==> src/rtl/port_req_collector_pkg.sv <==
// Shared constants for the request collector and its serializer neighbour.
package port_req_collector_pkg;

  // Number of independent memory ports feeding one bundle.
  localparam int unsigned NumPorts     = 3;
  // Default request payload width, matched by the serializer.
  localparam int unsigned DefaultWidth = 8;

  // Pointer width for a FIFO of the given depth; a depth of 1 still needs one bit.
  function automatic int unsigned ptr_width(input int unsigned depth);
    return (depth > 1) ? $clog2(depth) : 1;
  endfunction

endpackage

==> src/rtl/port_req_fifo.sv <==
// Small synchronous FIFO holding pending requests for one memory port.
module port_req_fifo
  import port_req_collector_pkg::*;
#(
  parameter int unsigned WIDTH = DefaultWidth,
  parameter int unsigned DEPTH = 2
) (
  input  logic             clk,
  input  logic             reset_n,
  input  logic             push,
  input  logic [WIDTH-1:0] push_data,
  input  logic             pop,
  output logic [WIDTH-1:0] head_data,
  output logic             head_valid,
  output logic             full
);

  localparam int unsigned PtrW = ptr_width(DEPTH);
  localparam int unsigned CntW = $clog2(DEPTH + 1);

  typedef logic [PtrW-1:0] ptr_t;

  logic [WIDTH-1:0] mem_q [DEPTH];
  ptr_t             wr_ptr_q, wr_ptr_d;
  ptr_t             rd_ptr_q, rd_ptr_d;
  logic [CntW-1:0]  count_q, count_d;
  logic             do_push, do_pop;

  function automatic ptr_t ptr_inc(input ptr_t p);
    return (p == ptr_t'(DEPTH - 1)) ? '0 : p + ptr_t'(1);
  endfunction

  assign full       = (count_q == CntW'(DEPTH));
  assign head_valid = (count_q != '0);
  assign head_data  = mem_q[rd_ptr_q];

  // A full FIFO refuses pushes even when it pops at the same edge.
  assign do_push = push & ~full;
  assign do_pop  = pop & head_valid;

  // Pointer and occupancy next-state.
  always_comb begin
    wr_ptr_d = wr_ptr_q;
    rd_ptr_d = rd_ptr_q;
    count_d  = count_q;
    if (do_push) wr_ptr_d = ptr_inc(wr_ptr_q);
    if (do_pop)  rd_ptr_d = ptr_inc(rd_ptr_q);
    case ({do_push, do_pop})
      2'b10:   count_d = count_q + CntW'(1);
      2'b01:   count_d = count_q - CntW'(1);
      default: count_d = count_q;
    endcase
  end

  // Pointer and occupancy registers.
  always_ff @(posedge clk or negedge reset_n) begin
    if (!reset_n) begin
      wr_ptr_q <= '0;
      rd_ptr_q <= '0;
      count_q  <= '0;
    end else begin
      wr_ptr_q <= wr_ptr_d;
      rd_ptr_q <= rd_ptr_d;
      count_q  <= count_d;
    end
  end

  // Payload storage; contents are meaningless until counted, so no reset.
  always_ff @(posedge clk) begin
    if (do_push) mem_q[wr_ptr_q] <= push_data;
  end

endmodule

==> src/rtl/port_req_collector.sv <==
// Collects requests from three ports and presents a registered, gap-free bundle.
module port_req_collector
  import port_req_collector_pkg::*;
#(
  parameter int unsigned WIDTH = DefaultWidth,
  parameter int unsigned DEPTH = 2
) (
  input  logic             clk,
  input  logic             reset_n,
  input  logic [WIDTH-1:0] p1_data,
  input  logic             p1_valid,
  output logic             p1_ready,
  input  logic [WIDTH-1:0] p2_data,
  input  logic             p2_valid,
  output logic             p2_ready,
  input  logic [WIDTH-1:0] p3_data,
  input  logic             p3_valid,
  output logic             p3_ready,
  input  logic             freeze_inputs,
  output logic [WIDTH-1:0] entry1_data,
  output logic             entry1_valid,
  output logic [WIDTH-1:0] entry2_data,
  output logic             entry2_valid,
  output logic [WIDTH-1:0] entry3_data,
  output logic             entry3_valid
);

  localparam int unsigned SlotW = $clog2(NumPorts + 1);

  logic [WIDTH-1:0]    port_data   [NumPorts];
  logic [WIDTH-1:0]    head_data   [NumPorts];
  logic [NumPorts-1:0] port_valid;
  logic [NumPorts-1:0] port_ready;
  logic [NumPorts-1:0] head_valid;
  logic [NumPorts-1:0] fifo_full;
  logic                alive_q;

  logic [WIDTH-1:0]    slot_data_d [NumPorts];
  logic [WIDTH-1:0]    slot_data_q [NumPorts];
  logic [NumPorts-1:0] slot_valid_d, slot_valid_q;
  logic [SlotW-1:0]    fill;

  assign port_data[0] = p1_data;
  assign port_data[1] = p2_data;
  assign port_data[2] = p3_data;
  assign port_valid   = {p3_valid, p2_valid, p1_valid};

  // Ready depends only on flops, never on the requester's valid.
  assign port_ready = {NumPorts{alive_q}} & ~fifo_full;
  assign p1_ready   = port_ready[0];
  assign p2_ready   = port_ready[1];
  assign p3_ready   = port_ready[2];

  for (genvar i = 0; i < NumPorts; i++) begin : g_fifo
    port_req_fifo #(
      .WIDTH(WIDTH),
      .DEPTH(DEPTH)
    ) u_fifo (
      .clk       (clk),
      .reset_n   (reset_n),
      .push      (port_valid[i] & port_ready[i]),
      .push_data (port_data[i]),
      .pop       (~freeze_inputs),
      .head_data (head_data[i]),
      .head_valid(head_valid[i]),
      .full      (fifo_full[i])
    );
  end

  // Ports stay not-ready until the first edge after reset release.
  always_ff @(posedge clk or negedge reset_n) begin
    if (!reset_n) alive_q <= 1'b0;
    else          alive_q <= 1'b1;
  end

  // Pack non-empty heads into the lowest slots in port order; unused slots are zero.
  always_comb begin
    fill         = '0;
    slot_valid_d = '0;
    for (int unsigned s = 0; s < NumPorts; s++) slot_data_d[s] = '0;
    for (int unsigned i = 0; i < NumPorts; i++) begin
      if (head_valid[i]) begin
        slot_data_d[fill]  = head_data[i];
        slot_valid_d[fill] = 1'b1;
        fill               = fill + SlotW'(1);
      end
    end
  end

  // Bundle register: reloaded on every consume, held while frozen.
  always_ff @(posedge clk or negedge reset_n) begin
    if (!reset_n) begin
      slot_valid_q <= '0;
      for (int unsigned s = 0; s < NumPorts; s++) slot_data_q[s] <= '0;
    end else if (!freeze_inputs) begin
      slot_valid_q <= slot_valid_d;
      for (int unsigned s = 0; s < NumPorts; s++) slot_data_q[s] <= slot_data_d[s];
    end
  end

  assign entry1_data  = slot_data_q[0];
  assign entry1_valid = slot_valid_q[0];
  assign entry2_data  = slot_data_q[1];
  assign entry2_valid = slot_valid_q[1];
  assign entry3_data  = slot_data_q[2];
  assign entry3_valid = slot_valid_q[2];

endmodule
==> config.mk <==
export PLATFORM = sky130hd
export DESIGN_NAME = port_req_collector
export DESIGN_NICKNAME = d
export VERILOG_FILES = /design/src/rtl/port_req_collector_pkg.sv /design/src/rtl/port_req_fifo.sv /design/src/rtl/port_req_collector.sv
export SDC_FILE = /design/constraint.sdc
export NUM_CORES = 1
export LEC_CHECK = 0
export CAP_MARGIN = 30
export CELL_PAD_IN_SITES_DETAIL_PLACEMENT = 0
export CELL_PAD_IN_SITES_GLOBAL_PLACEMENT = 1
export CORE_MARGIN = 8
export CORE_UTILIZATION = 43
export CTS_CLUSTER_SIZE = 25
export DETAILED_ROUTE_END_ITERATION = 10
export PLACE_DENSITY = 0.77
export SLEW_MARGIN = 5
export SYNTH_ARGS = -nofsm -noshare
export SYNTH_HDL_FRONTEND = slang
export SYNTH_HIERARCHICAL = 1
export SYNTH_SLANG_ARGS = --single-unit
==> constraint.sdc <==
create_clock -name clk -period 2.4 [get_ports clk]
set_clock_uncertainty 0.2 [all_clocks]
set_input_delay 0.6 -clock clk [delete_from_list [all_inputs] [get_ports clk]]
set_output_delay 0.6 -clock clk [all_outputs]
set_load 0.02 [all_outputs]
## After elaboration in Yosys (flattened, before gate mapping)

Memories as Yosys holds them, arrays and structs flattened.
Index checks and enable logic that the tools add are counted.

- Add/subtract/negate cells: 13
- $mul: 0
- Div/mod/pow operators: 0
- Order comparisons: 8
- Eq/ne operators: 9
- Shift operators: 0
- Multiplexer cells: 33
- Bitwise operators: 19
- Reduce and logical (&&, ||, !) cells: 10

Operator list:

| kind | number |
|---|---|
| $bwmux 24 | 2 |
| $mux 24 | 2 |
| $demux 8 s2 | 2 |
| $mux 8 | 3 |
| $mux 1 | 16 |
| $eq 2x2->1 const B | 6 |
| $pmux 2 s2 | 3 |
| $reduce_bool 2->1 | 6 |
| $and 1x1->1 | 9 |
| $add 2x1->2 const B | 4 |
| $add 1x1->1 const B | 6 |
| $eq 2x1->1 const B | 3 |
| $ge 3x3->1 const B | 2 |
| $lt 2x3->1 const B | 2 |
| $lt 3x1->1 const B | 2 |
| $mux 3 | 2 |
| $not 2->3 | 2 |
| $sub 2x1->2 const B | 3 |
| $demux 1 s2 | 2 |
| $ge 2x1->1 const B | 2 |
| $logic_and 1x1->1 | 4 |
| $not 1->1 | 4 |
| $and 3x3->3 | 1 |
| $not 3->3 | 1 |
| 3 further kinds | 3 |

- Flip-flop bits (word level): 40
- Latch bits: 0
- Memory bits (writable): 48
- ROM bits: 0
- Bits of input ports: 30
- Logic and storage cells: 109
- Memories kept: 3

Memories:

| name | words | width | rd ports | clocked after memory_dff | write ports | line | text |
|---|---|---|---|---|---|---|---|
| g_fifo[0].u_fifo.mem_q | 2 | 8 | 1 | 0 | 1 | port_req_fifo.sv:23 | `logic [WIDTH-1:0] mem_q [DEPTH];` |
| g_fifo[1].u_fifo.mem_q | 2 | 8 | 1 | 0 | 1 | port_req_fifo.sv:23 |  |
| g_fifo[2].u_fifo.mem_q | 2 | 8 | 1 | 0 | 1 | port_req_fifo.sv:23 |  |

## Longest topological paths before layout

Gate-level depths: netlist (run 1).

- Word-level depth: 11
- Depth in mapped cells: 9
- Mapped depth without buffers: 9

## Hierarchy

Netlist (run 1), hierarchy kept.

Modules (own cells, without submodules):

| module | instances | cells each | area an instance (um2) | seq. area each (um2) |
|---|---|---|---|---|
| port_req_fifo | 3 | 43 | 774.5 | 580.6 |
| port_req_collector | 1 | 125 | 1340.0 | 700.7 |

## Worst setup path before layout (run 1)

No wires, ideal clock.

- Path type: register -> register
- Start point: reg g_fifo[0].u_fifo.count_q[0]
- End point: reg slot_data_q, in the netlist entry2_data[0]
- Library setup time: 126 ps
- Arrival time: 1846 ps
- Data required time: 2074 ps
- Setup slack: 228 ps
- Stages on the path, launching flop included: 8
- Path buffers: 1
- Cell sequence: dfrtp_1 > or2_1 > buf_2 > inv_2 > ha_1 > nand2_2 > and4_4 > a221o_1

- Cells in the longest elaborated chain, start to end: 11
- Elaborated cells on any way between the ends: 20
- Those cells by class: 1 x add/sub; 4 x order compare; 10 x mux; 2 x bitwise; 3 x reduce/logical

RTL lines:

| what | line | text |
|---|---|---|
| from (decl) | port_req_fifo.sv:26 | `logic [CntW-1:0] count_q, count_d;` |
| from (signal assigned) | port_req_fifo.sv:64 | `count_q <= count_d;` |
| $reduce_bool 2->1 * | port_req_fifo.sv:34 | `assign head_valid = (count_q != '0);` |
| via head_valid[0] | port_req_collector.sv:34 | `logic [NumPorts-1:0] head_valid;` |
| $mux 1 * | port_req_collector.sv:82 | `if (head_valid[i]) begin` |
| $add 2x1->2 / $not 2->3 (equally long branches) | port_req_collector.sv:85, port_req_collector.sv:83 |  |
| $mux 2, or another cell as far along | port_req_collector.sv:82 |  |
| $not 2->3 (implied by the code) / $logic_and 1x1->1 (equally long branches) | port_req_collector.sv:83 | `slot_data_d[fill] = head_data[i];` |
| $ge 3x3->1 (implied by the code), or another cell as far along | port_req_collector.sv:83 |  |
| $logic_and 1x1->1 (implied by the code) / $demux 8 s2 (equally long branches) | port_req_collector.sv:83 |  |
| $mux 8 (implied by the code) / $bwmux 24 (equally long branches) | port_req_collector.sv:83 |  |
| $demux 8 s2 / $mux 24 (equally long branches) | port_req_collector.sv:83, port_req_collector.sv:82 |  |
| $bwmux 24 | port_req_collector.sv:83 |  |
| $mux 24 * | port_req_collector.sv:82 |  |
| to (decl) | port_req_collector.sv:39 | `logic [WIDTH-1:0] slot_data_q [NumPorts];` |

The timed path passes the listed nets; every way through them passes the cells marked *.
A chain may end at the register's enable or synchronous reset.

## Worst setup path after layout (run 1)

- Start point: reg g_fifo[0].u_fifo.count_q[0]
- End point: out p1_ready

- Cells in the longest elaborated chain, start to end: 3

RTL lines:

| what | line | text |
|---|---|---|
| $eq 2x2->1 | port_req_fifo.sv:33 | `assign full = (count_q == CntW'(DEPTH));` |
| via fifo_full[0] | port_req_collector.sv:35 | `logic [NumPorts-1:0] fifo_full;` |
| $not 3->3 | port_req_collector.sv:49 | `assign port_ready = {NumPorts{alive_q}} & ~fifo_full;` |
| $and 3x3->3 | port_req_collector.sv:49 |  |
| to (decl) | port_req_collector.sv:12 | `output logic p1_ready,` |

The timed path passes the listed nets, and every way through them passes these cells.

==> out/results.ini, run 1 <==
[status]
status = completed

[layout]
post_route_cells_drive_above_1_share_pct = 17.48
final_area_mm2 = 0.004604
num-fill-cells = 694
insertedDiodeCount = 0
footprint_of_the_multi_input_gates_mm2 = 0.001145
post-route-util_pct = 55.76
finish.net_count = 358
final-seq-area_mm2 = 0.002442
area_delta_synth_final_pct = 25.68

[yosys]
yosys_warnings = 6
post_synthesis_cell_count = 254
synth.yosys.seq_area_share_pct = 66.67
ranking_of_synthesized_cells_by_area = sky130_fd_sc_hd__edfxtp_1 39%, sky130_fd_sc_hd__dfrtp_1 27%, sky130_fd_sc_hd__mux2_2 7.4%
postSynthNetCount = 291
post-synth-top-area-fraction_pct = 39.34
synth_cell_type_count = 32
synth_commonest_cells = 48 x sky130_fd_sc_hd__edfxtp_1, 40 x sky130_fd_sc_hd__dfrtp_1, 24 x sky130_fd_sc_hd__mux2_2, 14 x sky130_fd_sc_hd__nand2_1, 11 x sky130_fd_sc_hd__a22o_1
synth_enable_flop_cells = 48
async_reset_ff_share_pct = 45.45
post-synth-top-count-cell = sky130_fd_sc_hd__edfxtp_1
synth_largest_area_cell = sky130_fd_sc_hd__edfxtp_1
yosys_register_bits = 88
syn-cell-area_mm2 = 0.003664
ys.flop_type = sky130_fd_sc_hd__edfxtp_1
post_synth.cell_area_avg_um2 = 14.42

[placement]
dp_hpwl_um = 5679
gp_routability_congestion = 0.8008
placedInstanceArea_mm2 = 0.004399
placement.setup.worst_slack_ns = 0.1665
placement.io_buffers = 59

[sta]
setup_repair_after_global_routing_missed_its_margin = no
post-route-min-period_ns = 2.272
finalHoldViolCount = 0
post-route-period-util_pct = 94.66
final-max-slew-violation-count = 0
finalSetupViolCount = 0
worstMarginPinSlew_ns = 0.5142
highest_achievable_clock_rate_mhz = 440.2
setup_tns_ns = 0
timing.max_slew.rel_slack_pct = 65.72
postLayoutSetupSlackWorst_ns = 0.1283

[floorplan]
number_of_i_o_pins = 60
core_area_mm2 = 0.008258
std_cell_rows = 33
dieArea_mm2 = 0.01173
die_y_um = 108.3
die_span_x_um = 108.3
initial_core_util_pct = 44.36

[global_route]
grt.total_usage_pct = 14.03
first_global_vias = 2438
grt-ovfl-total = 0
grt_start_max_net_pins = 33
antenna_found_initial = 0
grt_first_pass_wirelength_um = 12480

[route]
antenna_left = 0
finalWirelength_um = 7682
drt-initial-drc-count = 68
first_pass_iters = 4
vias_after_detailed_routing = 2246
viasPerCell = 5.211
wl_per_cell_um = 17.82
drc = 0

[worst_setup_path]
timing.rr.end = entry2_data[3]
launch_point_of_the_worst_reg_to_reg_path = g_fifo[0].u_fifo/count_q[0]
worst-endpoint-required_ns = 1.60
timing.reg2reg.setup_slack_ns = 0.36
worst_setup_path_startpoint = g_fifo[0].u_fifo/count_q[0]
critical_path.max_fanout = 4
timing.critical_path.from_type = flop
critical_path.endpoint_type = output pin
timing_worst_setup_path_type = reg2out
data_arrival_time_of_the_worst_path_ns = 1.47
cp_capture_point = p1_ready
worstRegToRegCells = 6

[pwr]
pwr_density_cell_mw_per_mm2 = 1242
power_w = 0.005717
worst_ir_drop_vdd_v = 0.0004932
leakagePower_nw = 1.790

[clock_tree]
cts_tree = yes
buffer_cell_driving_the_clock_tree_root = sky130_fd_sc_hd__clkbuf_8
tritoncts_num_sinks = 88
worst_skew_pair.late_latency_ns = 0.35
cts-hold-fix-buffers = 0
clk_pin_slew_worst_setup_hold_paths_ns = 0.09
cts_setup_buffers = 0
cts_max_path_buffers = 2
htree_levels = 3
cts_made_buffers = 9

[flow_run]
drv_cap = 0

[hold_path]
worst_hold_path_type = in2async

-- cell families after synthesis --
logic type / after synthesis / synth area share (%)
buffers and inverters: 17 / 2.083
AOI/OAI and AO/OA: 50 / 9.768
DFF: 88 / 66.67
xor gates and xnor gates: 15 / 3.586
other: 1 / 0.1024
and+or+nand+nor: 52 / 8.026
muxes: 24 / 7.377
adders and majority gates: 7 / 2.391
-- metal layers --
metal	track usage, %	up-vias	share of wire [%]
met2	22.67	52	50
met5	0	-	0
met3	2.974	12	5.7
met4	7.038	0	2.0
met1	17.50	1109	43
li1	-	1073	-
-- report_power, final --
part           internal (W)  switching [W]  total, W
clock network      0.000513       0.000526   0.00104
logic               0.00115        0.00117   0.00231
registers           0.00204       0.000324   0.00236
total               0.00370        0.00202   0.00572
-- metrics by stage --
stage	cells	hold slack [ns]
6_report	431	0.01252
5_1_grt	431	0.03885
4_1_cts	431	0.01862
3_5_place_dp	415	0.2808
3_3_place_gp	415	0.2749
2_1_floorplan	254	0.1044
-- flip-flops by register name (all words and copies together), names as in the netlist --
name / cells
entry1_data: 8
entry2_data: 8
g_fifo.u_fifo/count_q: 6
g_fifo.u_fifo/rd_ptr_q: 3
g_fifo.u_fifo/wr_ptr_q: 3
slot_valid_q: 3
entry3_data: 8
alive_q: 1
g_fifo.u_fifo/mem_q: 48
-- final cells by class --
class	instances	area share, %
well taps	105	2.853
multi-input cells	149	24.86
inverters	6	0.4891
flip-flops and latches	88	53.04
clock inverters	6	1.495
repair buffers	67	14.27
clock buffers	10	2.989
-- worst min-delay path by stage --
stage	start	end	slack [ns]	depth (start not counted)
after floorplan	reset_n	alive_q	0.10	0
after global placement	g_fifo[0].u_fifo/wr_ptr_q	g_fifo[0].u_fifo/wr_ptr_q	0.27	1
after detailed placement	g_fifo[0].u_fifo/count_q[1]	g_fifo[0].u_fifo/count_q[1]	0.28	1
after CTS	reset_n	entry3_data[5]	0.02	1
after global routing	reset_n	g_fifo[0].u_fifo/wr_ptr_q	0.04	1
final	reset_n	entry3_data[5]	0.01	1
-- worst max-delay path, stage by stage (launching register included) --
cell and delay (ns):
sky130_fd_sc_hd__dfrtp_1 0.42, sky130_fd_sc_hd__nand2b_1 0.16, sky130_fd_sc_hd__inv_1 0.05, sky130_fd_sc_hd__nor2b_1 0.16
sky130_fd_sc_hd__clkdlybuf4s15_1 0.33
-- layout by cell type, fill, tap and decap left out, types with 9 or more instances in the layout --
cell type and count:
sky130_fd_sc_hd__nand2_1 14, sky130_fd_sc_hd__mux2_2 24, sky130_fd_sc_hd__clkdlybuf4s50_1 55, sky130_fd_sc_hd__xnor2_1 9, sky130_fd_sc_hd__a22o_1 11, sky130_fd_sc_hd__o21ai_1 9, sky130_fd_sc_hd__dfrtp_1 40, sky130_fd_sc_hd__edfxtp_1 48
sky130_fd_sc_hd__clkbuf_8 10, sky130_fd_sc_hd__o21ai_0 9
-- timing repair --
| item | CTS | global route |
|---|---|---|
| hold endpoints to repair | 0 | 0 |
| resized for setup | 3 | 2 |
| setup endpoints to repair | 3 | 2 |
(Power assumes the default switching activity.)
==> inputs of run 2 (changes only) <==
--- a/config.mk
+++ b/config.mk
@@ -5,7 +5,6 @@
 export SDC_FILE = /design/constraint.sdc
 export NUM_CORES = 1
 export LEC_CHECK = 0
-export CAP_MARGIN = 30
 export CELL_PAD_IN_SITES_DETAIL_PLACEMENT = 0
 export CELL_PAD_IN_SITES_GLOBAL_PLACEMENT = 1
 export CORE_MARGIN = 8
@@ -13,6 +12,7 @@
 export CTS_CLUSTER_SIZE = 25
 export DETAILED_ROUTE_END_ITERATION = 10
 export PLACE_DENSITY = 0.77
+export SKIP_CTS_REPAIR_TIMING = 1
 export SLEW_MARGIN = 5
 export SYNTH_ARGS = -nofsm -noshare
 export SYNTH_HDL_FRONTEND = slang
==> out/results.ini, run 2 (synthesis results as in run 1) <==
[status]
status = completed  ; unchanged

[clock_tree]
tritoncts_num_sinks = 88  ; unchanged
cts_made_buffers = 9  ; unchanged
clk_pin_slew_worst_setup_hold_paths_ns = 0.09  ; about the same
worst_skew_pair.late_latency_ns = 0.35  ; about the same
cts_tree = yes  ; unchanged
buffer_cell_driving_the_clock_tree_root = sky130_fd_sc_hd__clkbuf_8  ; unchanged
cts_max_path_buffers = 2  ; unchanged
htree_levels = 3  ; unchanged

[floorplan]
number_of_i_o_pins = 60  ; unchanged
dieArea_mm2 = 0.01173  ; unchanged
core_area_mm2 = 0.008258  ; unchanged
std_cell_rows = 33  ; unchanged
initial_core_util_pct = 44.36  ; unchanged
die_y_um = 108.3  ; unchanged
die_span_x_um = 108.3  ; unchanged

[sta]
post-route-min-period_ns = 2.198  ; was 2.272 ns
final-max-slew-violation-count = 0  ; unchanged
setup_tns_ns = 0  ; unchanged
post-route-period-util_pct = 91.57  ; was 94.66%
setup_repair_after_global_routing_missed_its_margin = no  ; unchanged
worstMarginPinSlew_ns = 0.5216  ; was 0.5142 ns
timing.max_slew.rel_slack_pct = 65.23  ; was 65.72%
finalSetupViolCount = 0  ; unchanged
highest_achievable_clock_rate_mhz = 455.0  ; was 440.2 MHz
finalHoldViolCount = 0  ; unchanged

[worst_setup_path]
data_arrival_time_of_the_worst_path_ns = 1.40  ; was 1.47 ns
critical_path.max_fanout = 4  ; unchanged
timing.critical_path.from_type = flop  ; unchanged
launch_point_of_the_worst_reg_to_reg_path = g_fifo[0].u_fifo/count_q[0]  ; unchanged
worst-endpoint-required_ns = 1.60  ; about the same
worst_setup_path_startpoint = g_fifo[0].u_fifo/count_q[0]  ; unchanged
timing.reg2reg.setup_slack_ns = 0.36  ; about the same
critical_path.endpoint_type = output pin  ; unchanged
timing_worst_setup_path_type = reg2out  ; unchanged

[pwr]
pwr_density_cell_mw_per_mm2 = 1241  ; was 1242 mW/mm²
worst_ir_drop_vdd_v = 0.0005024  ; was 0.0004932 V
power_w = 0.005726  ; was 0.005717 W
leakagePower_nw = 1.821  ; was 1.790 nW

[layout]
mostFrequentLayoutCells = 55 x sky130_fd_sc_hd__clkdlybuf4s50_1, 48 x sky130_fd_sc_hd__edfxtp_1, 40 x sky130_fd_sc_hd__dfrtp_1  ; unchanged
insertedDiodeCount = 0  ; unchanged
max_flop_register = g_fifo.u_fifo/mem_q  ; unchanged
post_route_cells_drive_above_1_share_pct = 17.48  ; unchanged
area_delta_synth_final_pct = 25.92  ; was 25.68%
finish.net_count = 358  ; unchanged
num-fill-cells = 693  ; was 694
number_of_flip_flops_in_the_largest_register = 48  ; unchanged
finish.cell_count_without_fillers = 431  ; unchanged
layout.cells.most_common = sky130_fd_sc_hd__clkdlybuf4s50_1  ; unchanged

[placement]
placement.io_buffers = 59  ; unchanged
gp_routability_congestion = 0.8008  ; unchanged
place.detailed.instances = 415  ; unchanged
dp_hpwl_um = 5679  ; unchanged

[hold_path]
worst_hold_path_type = in2async  ; unchanged

[route]
antenna_left = 0  ; unchanged
wl_per_cell_um = 17.88  ; was 17.82 µm
vias_after_detailed_routing = 2249  ; was 2,246
drc = 0  ; unchanged
viasPerCell = 5.218  ; was 5.211
drt-initial-drc-count = 94  ; was 68
first_pass_iters = 4  ; unchanged
finalWirelength_um = 7708  ; was 7682 µm

[flow_run]
drv_cap = 0  ; unchanged

[global_route]
grt-ovfl-total = 0  ; unchanged
first_global_vias = 2438  ; unchanged
grt_first_pass_wirelength_um = 12480  ; unchanged
antenna_found_initial = 0  ; unchanged
grt_start_max_net_pins = 33  ; unchanged
grt.total_usage_pct = 14.03  ; unchanged

-- run 2: final cells by class --
cell class | count | area (µm²) | area share (%)
sequential | 88 | 2442 | 52.94
multi-input combinational | 149 | 1145 | 24.82
tap | 105 | 131.4 | 2.848
clock inverter | 6 | 68.82 | 1.492
clock buffer | 10 | 137.6 | 2.983
timing repair buffer | 67 | 665.6 | 14.43
inverter | 6 | 22.52 | 0.4882
-- run 2: metal layers --
metal | part of all wire (%) | wire length [µm] | global-route usage, %
met1 | 44 | 3379 | 17.50
met2 | 49 | 3806 | 22.67
met3 | 4.6 | 354 | 2.974
met4 | 2.2 | 167 | 7.038
met5 | 0 | 0 | 0
-- run 2: worst paths after layout --
check	endpoint	cells after the start
worst min-delay path	entry3_data[5]	1
max in group asynchronous	entry1_data[6]	2
worst max register to register	entry2_data[3]	6
worst min register to register	g_fifo[2].u_fifo/count_q[1]	1
worst max-delay path	p1_ready	4
min in group clk	g_fifo[2].u_fifo/count_q[1]	1
-- run 2: power breakdown --
part           total (W)  internal, W  switching, W
combinational    0.00232      0.00115       0.00117
sequential       0.00236      0.00204      0.000324
clock            0.00104     0.000513      0.000525
-- run 2: worst max-delay path, cell delays in order, from the launching register on --
cell	delay [ns]
sky130_fd_sc_hd__dfrtp_1	0.42
sky130_fd_sc_hd__nand2b_1	0.17
sky130_fd_sc_hd__inv_1	0.05
sky130_fd_sc_hd__nor2b_1	0.16
sky130_fd_sc_hd__dlymetal6s2s_1	0.25
-- run 2: per-stage QoR --
stage                     area, µm²  hold WS, ns  setup WS, ns  util, %
final                          4613      0.01521        0.2024    55.86
after global routing           4613      0.03885        0.1053    55.86
after CTS                      4606      0.01862       -0.2039    55.77
after detailed placement       4399       0.2808        0.1665    53.27
after global placement         4399       0.2749        0.1955    53.27
after floorplan                3664       0.1044        0.2280        -
